### src/rtl/spi_receiver_if.sv
// spi_receiver_if: core-side receive FIFO port of the SPI receiver.
// master = core (pops, clears overflow); slave = receiver.
interface spi_receiver_if #(
  parameter int PTR_W = 5
);
  logic             ren;
  logic             clr_overflow;
  logic [7:0]       r_data;
  logic             r_valid;
  logic             full;
  logic             overflow;
  logic [PTR_W-1:0] rptr;
  logic [PTR_W-1:0] wptr;

  modport master (
    output ren, clr_overflow,
    input  r_data, r_valid, full,
    input  overflow, rptr, wptr
  );

  modport slave (
    input  ren, clr_overflow,
    output r_data, r_valid, full,
    output overflow, rptr, wptr
  );
endinterface

### src/rtl/spi_receiver.sv
// spi_receiver: mode-0 MISO deserialiser feeding a FWFT receive FIFO.
// Ports: clk, rst (sync, active-low), SCLK, MISO, frame_clr,
//   rx (slave): ren, clr_overflow, r_data, r_valid, full,
//   overflow, rptr, wptr.
// Option: define SPI_RX_LSB_FIRST_EN for LSB-first reception.
module spi_receiver #(
  parameter int MISO_BUFFER_DEPTH = 16,
  parameter int PTR_W = $clog2(MISO_BUFFER_DEPTH) + 1
) (
  input  logic          clk,
  input  logic          rst,
  input  logic          SCLK,
  input  logic          MISO,
  input  logic          frame_clr,
  spi_receiver_if.slave rx
);
  localparam int AW = PTR_W - 1;

  logic             sclk_q;
  logic [7:0]       shift_q;
  logic [2:0]       bit_cnt_q;
  logic [PTR_W-1:0] rptr_q;
  logic [PTR_W-1:0] wptr_q;
  logic             ovf_q;
  logic [7:0]       mem [MISO_BUFFER_DEPTH];

  logic       rise;
  logic       push;
  logic       pop;
  logic       empty;
  logic       full_w;
  logic       wr_en;
  logic [7:0] shift_nx;

  assign rise = SCLK & ~sclk_q;

`ifdef SPI_RX_LSB_FIRST_EN
  assign shift_nx = {MISO, shift_q[7:1]};
`else
  assign shift_nx = {shift_q[6:0], MISO};
`endif

  // frame_clr beats a coincident rise, so it also blocks the push
  assign push   = rise & ~frame_clr & (bit_cnt_q == 3'd7);
  assign empty  = (rptr_q == wptr_q);
  assign full_w = (rptr_q[AW-1:0] == wptr_q[AW-1:0]) &
                  (rptr_q[AW] != wptr_q[AW]);
  assign pop    = rx.ren & ~empty;
  // a pop frees the slot the push lands in when full
  assign wr_en  = push & (~full_w | pop);

  always_ff @(posedge clk) begin
    if (!rst) begin
      sclk_q    <= 1'b0;
      shift_q   <= '0;
      bit_cnt_q <= '0;
      rptr_q    <= '0;
      wptr_q    <= '0;
      ovf_q     <= 1'b0;
    end else begin
      sclk_q <= SCLK;
      if (frame_clr) begin
        bit_cnt_q <= '0;
        shift_q   <= '0;
      end else if (rise) begin
        shift_q   <= shift_nx;
        bit_cnt_q <= bit_cnt_q + 3'd1;
      end
      if (pop)
        rptr_q <= rptr_q + 1'b1;
      if (wr_en)
        wptr_q <= wptr_q + 1'b1;
      if (push & full_w & ~pop)
        ovf_q <= 1'b1;
      else if (rx.clr_overflow)
        ovf_q <= 1'b0;
    end
  end

  always_ff @(posedge clk) begin
    if (rst && wr_en)
      mem[wptr_q[AW-1:0]] <= shift_nx;
  end

  // gated so r_data reads zero whenever nothing is queued
  assign rx.r_data   = empty ? 8'h00 : mem[rptr_q[AW-1:0]];
  assign rx.r_valid  = ~empty;
  assign rx.full     = full_w;
  assign rx.overflow = ovf_q;
  assign rx.rptr     = rptr_q;
  assign rx.wptr     = wptr_q;
endmodule

### src/flat_wrapper.sv
// flat-port wrapper written by rule: the top's interface ports become plain ports
module spi_receiver_flat 
#(
  parameter int MISO_BUFFER_DEPTH = 16,
  parameter int PTR_W = $clog2(MISO_BUFFER_DEPTH) + 1
)
  (clk, rst, SCLK, MISO, frame_clr, rx_ren, rx_clr_overflow, rx_r_data, rx_r_valid, rx_full, rx_overflow, rx_rptr, rx_wptr);
  spi_receiver_if #(.PTR_W(PTR_W)) rx_i ();
  input  logic clk;
  input  logic rst;
  input  logic SCLK;
  input  logic MISO;
  input  logic frame_clr;
  input wire logic [$bits(rx_i.ren)-1:0] rx_ren;
  input wire logic [$bits(rx_i.clr_overflow)-1:0] rx_clr_overflow;
  output wire logic [$bits(rx_i.r_data)-1:0] rx_r_data;
  output wire logic [$bits(rx_i.r_valid)-1:0] rx_r_valid;
  output wire logic [$bits(rx_i.full)-1:0] rx_full;
  output wire logic [$bits(rx_i.overflow)-1:0] rx_overflow;
  output wire logic [$bits(rx_i.rptr)-1:0] rx_rptr;
  output wire logic [$bits(rx_i.wptr)-1:0] rx_wptr;
  assign rx_i.ren = rx_ren;
  assign rx_i.clr_overflow = rx_clr_overflow;
  assign rx_r_data = rx_i.r_data;
  assign rx_r_valid = rx_i.r_valid;
  assign rx_full = rx_i.full;
  assign rx_overflow = rx_i.overflow;
  assign rx_rptr = rx_i.rptr;
  assign rx_wptr = rx_i.wptr;
  spi_receiver #(.MISO_BUFFER_DEPTH(MISO_BUFFER_DEPTH), .PTR_W(PTR_W)) u_core (.clk(clk), .rst(rst), .SCLK(SCLK), .MISO(MISO), .frame_clr(frame_clr), .rx(rx_i));
endmodule
### config.mk
export PLATFORM = sky130hd
export DESIGN_NAME = spi_receiver_flat
export DESIGN_NICKNAME = d
export VERILOG_FILES = /design/src/rtl/spi_receiver_if.sv /design/src/rtl/spi_receiver.sv /design/src/flat_wrapper.sv
export SDC_FILE = /design/constraint.sdc
export NUM_CORES = 1
export LEC_CHECK = 0
export CORE_ASPECT_RATIO = 1.2
export CORE_MARGIN = 4
export CORE_UTILIZATION = 47
export CTS_BUF_LIST = sky130_fd_sc_hd__clkbuf_16
export DETAILED_ROUTE_END_ITERATION = 8
export SYNTH_ARGS = -nofsm -noshare
export SYNTH_HDL_FRONTEND = slang
export SYNTH_SLANG_ARGS = --single-unit
### constraint.sdc
create_clock -name clk -period 7.7 [get_ports clk]
set_input_delay 1.155 -clock clk [delete_from_list [all_inputs] [get_ports clk]]
set_output_delay 1.155 -clock clk [all_outputs]
set_load 0.03 [all_outputs]
### After elaboration in Yosys (flattened, before gate mapping)

Memories as Yosys holds them, arrays and structs flattened. A register that Yosys moved wholly into a read port is not among the register bits.
Cells that the tools add are included.
W data, S select, Z words.

| cells by class | value |
|---|---|
| muxes and demuxes | 7 |
| reductions and logical operators | 3 |
| bitwise gates (word level) | 15 |
| equality and inequality tests | 4 |
| $add $sub $neg | 3 |

Operators with widths:

| kind | count |
|---|---|
| $add A5 B1 Y5 const B | 2 |
| $and A1 B1 Y1 | 8 |
| $mux W4 | 2 |
| $mux W8 | 1 |
| $not A1 Y1 | 6 |
| $eq A5 B5 Y1 | 1 |
| $eq A4 B4 Y1 | 1 |
| $mux W1 | 4 |
| $add A3 B1 Y3 const B | 1 |
| $eq A3 B3 Y1 const B | 1 |
| $reduce_bool A2 Y1 | 1 |
| $reduce_or A2 Y1 | 1 |
| $logic_and A1 B1 Y1 | 1 |
| $ne A1 B1 Y1 | 1 |
| $or A1 B1 Y1 | 1 |

| storage, ports and cells | value |
|---|---|
| input port bits | 7 |
| memories kept | 1 |
| register bits | 22 |
| bits in writable memories | 128 |

Memories:

| name | words | width | read ports | clocked after Yosys merged registers in | wr ports | line | source |
|---|---|---|---|---|---|---|---|
| u_core.mem | 16 | 8 | 1 | 1 | 1 | spi_receiver.sv:25 | `logic [7:0] mem [MISO_BUFFER_DEPTH];` |

### Depth between registers and ports, before layout

Gate-level depths: netlist (run 1).

| logic depth | value |
|---|---|
| depth in word-level cells | 8 |
| depth in mapped cells | 7 |

### Worst setup path after synthesis (run 1)

OpenSTA, ideal clock, no wires.

| path | value |
|---|---|
| path type | input to register |
| from | in SCLK |
| to | mem u_core.mem[0][0] (enable) |
| stages | 7 |
| arrival | 2.779 ns |
| setup time | 0.395 ns |
| buffers on the path | 3 |
| slack | 4.526 ns |
| path through | nand2b_1 -> buf_6 -> nor3b_4 -> o31ai_4 -> buf_6 -> buf_4 -> nor4_1 |

| between the ends | value |
|---|---|
| longest elaborated chain between the ends | 7 |

Ends and longest elaborated chain:

| item | line | source |
|---|---|---|
| start, declared | flat_wrapper.sv:11 | `input logic SCLK;` |
| $and A1 B1 Y1 | spi_receiver.sv:35 | `assign rise = SCLK & ~sclk_q;` |
| $and A1 B1 Y1 (2 in series) | spi_receiver.sv:44 | `assign push = rise & ~frame_clr & (bit_cnt_q == 3'd7);` |
| $and A1 B1 Y1 | spi_receiver.sv:50 | `assign wr_en = push & (~full_w \| pop);` |
| $logic_and A1 B1 Y1 | spi_receiver.sv:81 | `if (rst && wr_en)` |
| $mux W1 | spi_receiver.sv:81 |  |
| $mux W1 (not written as such) | spi_receiver.sv:82 | `mem[wptr_q[AW-1:0]] <= shift_nx;` |
| end, declared | spi_receiver.sv:25 |  |

Every way passes these cells.

### Worst setup path in the final report (run 1)

| path | value |
|---|---|
| from | reg u_core.wptr_q[2] (netlist: u_core.rx.wptr[2]) |
| to | out rx_r_data[7] |

| between the ends | value |
|---|---|
| longest elaborated chain between the ends | 2 |

Ends and longest elaborated chain:

| item | line | source |
|---|---|---|
| start, declared | spi_receiver.sv:23 | `logic [PTR_W-1:0] wptr_q;` |
| start signal, assigned | spi_receiver.sv:72 | `wptr_q <= wptr_q + 1'b1;` |
| $eq A5 B5 Y1 | spi_receiver.sv:45 | `assign empty = (rptr_q == wptr_q);` |
| $mux W8 | spi_receiver.sv:86 | `assign rx.r_data = empty ? 8'h00 : mem[rptr_q[AW-1:0]];` |
| end, declared | flat_wrapper.sv:16 | `output wire logic [$bits(rx_i.r_data)-1:0] rx_r_data;` |

Every way passes these cells.

==> reports/results.txt, run 1 <==
critical path class = register to primary output
global-route wire length before repair = 19.2 mm
layout cells sized above 1 = 0.195
Tot Pwr = 0.00172 W
Routed WL = 12.2 mm
setup TNS = 0 ns
Distinct cells, synth = 38
Design Area, Final = 7250 um^2
Antenna Nets Post-Route = 0
Die W = 113 um
P per Cell Area = 238 nW/um^2
Lkg Pwr = 2.38 nW
TritonCTS clock tree = built
die footprint = 15100 um^2
Detailed Place HPWL = 7.65 mm
Crit Path Max Fanout = 13
setup ws final = 3.60 ns
vias per cell = 5.56
number of placement rows = 45
Clock Tree Root = clkbuf_16
predominant post-synthesis flop cell = edfxtp_1
Die H = 134 um
net count after synthesis = 383
Post-Synthesis Cells = 369
total grt overflow = 0
final setup fails = 0
io pins = 28
Syn-to-layout area delta = 17.2%
number of global-route vias before repair = 3341
Mean Syn Cell Area = 16.8 um^2
synthesized area = 6190 um^2
commonest non-fill, non-tap cells in the layout = edfxtp_1, nand2_1, clkdlybuf4s50_1
antenna violations before repair = 0
Worst VDD drop = 0.152 mV
largest net degree at the start of global routing = 40
most common cell after layout, fill and taps aside = edfxtp_1
worst slew pin tran = 0.907 ns
Max-slew headroom = 0.392
Setup Skew = 0.00759 ns
Reg clk slew, reported paths = 0.06 ns
final std cells w/o fill = 585
Final period util = 0.532
EDFF count, synth = 128
post-CTS resize count = 0
worst path required time = 6.55 ns
Longest Clk Path Bufs = 2
Slew Limit Fails = 0
max-cap violation count = 0
worst skew pair latency = 0.41 ns
Worst EP arrival = 2.94 ns
Placer Congestion = 0.768
register area share after synthesis = 0.706
Startpoint Class = register
IO buf count = 27
Min-Delay Path Class = register to register
status = finished, final reports clean
asr flop ratio synth = 0
Starting Density = 0.484
fillers = 993
Inst Count DP = 553
Initial DRT Pass Iterations = 4
detailed-route via count = 3252
wire per inst = 20.9 um
Final #Nets = 422
H-tree depth = 4
YS warnings = 0
setup bufs post-CTS = 0
GRT Total Usage = 0.173
diode count = 0
DRC = 0
Final Hold Fails = 0
CTS Hold Bufs = 0
RSZ-0062 raised after global routing = false
endpoint type of the worst setup path = primary output
Core ar. = 12800 um^2
minimum clock period = 4.10 ns
Yosys reg bits = 154
Fmax = 0.244 GHz
pre-CTS setup slack = 3.73 ns
starting DRC count in detailed routing = 206
CTS Buf Count = 17
DP Area = 6650 um^2
clk sinks = 154
[worst paths after layout]
path,start,to,slack (ns),depth (start not counted)
worst min-delay path,u_core.bit_cnt_q[2],u_core.bit_cnt_q[2],0.47,2
worst min register to register,u_core.bit_cnt_q[2],u_core.bit_cnt_q[2],0.47,2
worst max register to register,u_core.rx.wptr[2],u_core.mem[10][7],5.00,5
worst max-delay path,u_core.rx.wptr[2],rx_r_data[7],3.60,5
[metrics by stage]
stage           util  hold slack, ns
2_1_floorplan      -           0.440
3_3_place_gp   0.520           0.451
3_5_place_dp   0.520           0.456
4_1_cts        0.567           0.465
5_1_grt        0.567           0.499
6_report       0.567           0.466
[sequential cells by signal (all words and copies together), names as in the netlist, named ones only]
signal and count:
u_core.rx.wptr 5, u_core.rx.overflow 1, u_core.rx.rptr 5, u_core.bit_cnt_q 3, u_core.mem 128, u_core.shift_q 7, u_core.sclk_q 1
[power by group]
part / switching (W) / total, W / internal [W]
registers: 0.00000129 / 0.000894 / 0.000892
clock network: 0.000325 / 0.000817 / 0.000491
logic: 0.00000758 / 0.0000119 / 0.00000436
[synth_stat cells, types with 8 or more instances]
library cell  number  area [um^2]
and2_1             8         50.1
xnor2_1           11         96.3
o21ai_0           12         60.1
dfxtp_1           26          521
nand2_1           34          128
nor2_1             8         30.0
mux4_2            25          563
edfxtp_1         128         3840
mux2i_1           14          140
a21oi_1           16         80.1
nor3_1             8         40.0
[worst max-delay path, cell delays in order (launching register included)]
cell,delay [ns]
dfxtp_1,0.60
xnor2_1,0.19
nand4_2,0.26
nor2_1,0.69
a21oi_1,0.15
clkdlybuf4s50_1,0.64
[cells by family after synthesis]
| group | share of synthesized area |
|---|---|
| buf+inv | 0.0223 |
| fa+ha+maj | 0.0142 |
| xor+xnor | 0.0170 |
| flops | 0.706 |
| compound gates | 0.0479 |
| simple gates | 0.0667 |
| mux | 0.126 |
[cell type report]
class | count | area [um^2] | area share
well taps | 164 | 205 | 0.0283
flip-flops and latches | 154 | 4370 | 0.602
multi-input cells | 192 | 1700 | 0.235
clock buffers | 21 | 526 | 0.0725
repair buffers | 38 | 353 | 0.0487
inverters | 5 | 18.8 | 0.00259
clock inverters | 11 | 77.6 | 0.0107
[layer usage]
layer	GRT usage	vias to the layer above	routed length, um
met4	0.0541	0	136
met1	0.238	1641	5540
met2	0.275	79	6020
met5	0	-	0
li1	-	1518	-
met3	0.0395	14	534
Power figures use the tool's default switching activity.
==> run 2, diff against run 1 <==
PLACE_DENSITY = 0.67   (was unset)
clock period = 3.6 ns   (was 7.7 ns; I/O delays follow)
==> run 2 against run 1 <==
  * Clock power up 97%
  * Global-route usage down 0.15 points
  * Total power up 110%
  * Flip-flop and latch count unchanged
  * Clock skew up 0.0021 ns
  * Die area unchanged
  * Core utilization up 0.21 points
  * Final cell count up 2.2%
  * Critical path depth up 1
  * Sequential share of layout area down 0.20 points
  * Non-clock buffer count up 13
  * Largest power group unchanged
==> reports/results.txt, run 2 (synthesized netlist as in run 1, its figures left out) <==
status = finished, final reports clean
hold path depth = 2 (unchanged)
Inst Count DP = 566 (+2.4%)
Clock Tree Root = clkbuf_16
Hold Crit Endpoint = u_core.bit_cnt_q[1]
Fmax = 0.305 GHz
worst slew pin tran = 0.741 ns (-0.167 ns)
Syn-to-layout area delta = 17.6%
max layer used = met4
starting DRC count in detailed routing = 228 (+11%)
Antenna Nets Post-Route = 0 (unchanged)
global-route wire length before repair = 19.1 mm (-0.32%)
diode count = 0 (unchanged)
DP Area = 6740 um^2 (+1.4%)
Design Area, Final = 7280 um^2 (+0.36%)
Die W = 113 um (unchanged)
CTS Buf Count = 17 (unchanged)
number of global-route vias before repair = 3349 (+0.24%)
Reg clk slew, reported paths = 0.06 ns (about the same)
Min-Delay Path Class = register to register
H-tree depth = 4 (unchanged)
Setup Skew = 0.00968 ns (+0.00209 ns)
Final #Nets = 435 (+3.1%)
Routed WL = 12.1 mm (-0.83%)
IO buf count = 27 (unchanged)
setup slack, reg-to-reg = 1.39 ns (-3.61 ns)
worst path required time = 3.06 ns (-3.49 ns)
endpoint type of the worst setup path = primary output
DRC = 0 (unchanged)
met1 WL = 4.93 mm (-11%)
critical path class = register to primary output
Longest Clk Path Bufs = 2 (unchanged)
final std cells w/o fill = 598 (+2.2%)
Detailed Place HPWL = 7.98 mm (+4.4%)
RSZ-0062 raised after global routing = false
setup TNS = 0 ns (unchanged)
layout cells sized above 1 = 0.214 (+0.0195)
TritonCTS clock tree = built
HP Start = u_core.bit_cnt_q[1]
Max-slew headroom = 0.506 (+0.114)
worst skew pair latency = 0.42 ns (about the same)
GRT Total Usage = 0.171 (-0.00151)
commonest non-fill, non-tap cells in the layout = edfxtp_1, nand2_1, clkdlybuf4s50_1
Lkg Pwr = 2.40 nW (+0.95%)
max FFs per register = 128 (unchanged)
Die H = 134 um (unchanged)
vias per cell = 5.53 (-0.58%)
r2r startpoint = u_core.rx.wptr[2]
most common cell after layout, fill and taps aside = edfxtp_1
final setup fails = 0 (unchanged)
pre-CTS setup slack = 0.555 ns (-3.17 ns)
max-cap violation count = 0 (unchanged)
total grt overflow = 0 (unchanged)
largest net degree at the start of global routing = 40 (unchanged)
setup ws final = 0.317 ns (-3.29 ns)
Final period util = 0.912
minimum clock period = 3.28 ns
Startpoint Class = register
Starting Density = 0.484 (unchanged)
wire per inst = 20.3 um (-3.0%)
Core ar. = 12800 um^2 (unchanged)
met2 wire length = 6.16 mm (+2.2%)
met3 routed WL = 754 um (+41%)
Slew Limit Fails = 0 (unchanged)
Initial DRT Pass Iterations = 4 (unchanged)
Worst EP arrival = 2.74 ns (-0.20 ns)
Final Hold Fails = 0 (unchanged)
io pins = 28 (unchanged)
Placer Congestion = 0.798 (+4.0%)
Crit Path Max Fanout = 19 (+6)
fin util = 0.569 (+0.00206)
worst r2r dst = u_core.mem[10][4]
number of placement rows = 45 (unchanged)
antenna violations before repair = 0 (unchanged)
die footprint = 15100 um^2 (unchanged)
clk sinks = 154 (unchanged)
detailed-route via count = 3305 (+1.6%)
Worst Reg-to-Reg Cells = 6 (+1)
Worst VDD drop = 0.285 mV (+87%)
P per Cell Area = 487 nW/um^2 (+110%)
setup bufs post-CTS = 0 (unchanged)
## run 2: cell count changes in the layout (fill, tap and decap cells not counted), sizes merged
cell,previous run,this run
clkinv,6,4
inv,10,12
clkbuf,21,17
buf,11,24
clkinvlp,0,4
## run 2: cell type report
| cell class | instances | area, um^2 |
|---|---|---|
| clock buffer | 17 | 425 |
| clock inverter | 15 | 113 |
| fill | 977 | 5510 |
| inverter | 5 | 18.8 |
| multi-input combinational | 192 | 1680 |
| sequential | 154 | 4370 |
| tap | 164 | 205 |
| timing repair buffer | 51 | 463 |
## run 2: worst max path at each step
stage          startpoint  slack [ns]  cells past startpoint                to
2_1_floorplan        SCLK        1.04                      7  u_core.mem[0][0]
3_3_place_gp     register        0.60                      5      rx_r_data[3]
3_5_place_dp     register        0.56                      5      rx_r_data[2]
4_1_cts          register        0.09                      5      rx_r_data[2]
5_1_grt          register        0.16                      6      rx_r_data[0]
6_report         register        0.32                      6      rx_r_data[0]
## run 2: layer usage
| metal | GRT usage | vias up |
|---|---|---|
| li1 | - | 1538 |
| met1 | 0.221 | 1646 |
| met2 | 0.274 | 99 |
| met3 | 0.0409 | 22 |
| met4 | 0.0788 | 0 |
| met5 | 0 | - |
## run 2: what timing repair did
item,in CTS,in global routing
hold endpoints to repair,0,0
resized for setup,0,1
hold buffers,0,0
endpoints found under the setup margin,0,4
## run 2: power by group
group	total, W	internal, W	leakage [nW]	switching (W)
clock network	0.00161	0.000890	0.258	0.000719
registers	0.00191	0.00191	1.48	0.00000298
logic	0.0000254	0.00000938	0.660	0.0000161
## run 2: through the flow
step                power (W)  hold WS, ns
floorplan             0.00196        0.440
finish                0.00355        0.466
global route          0.00366        0.494
global placement      0.00197        0.446
CTS                   0.00358        0.471
detailed placement    0.00198        0.462
## run 2: worst max-delay path, stage by stage, from the launching register on
cell	delay, ns
dfxtp_1	0.31
buf_4	0.32
and2b_1	0.30
a221oi_1	0.36
o21ai_0	0.17
a21oi_1	0.17
clkdlybuf4s50_1	0.69
==> run 3, diff against run 2 <==
ABC_CLOCK_PERIOD_IN_PS = 3600   (was unset)
==> results of run 3 <==
The final DEF is identical to that of run 2; final timing and power are the same.
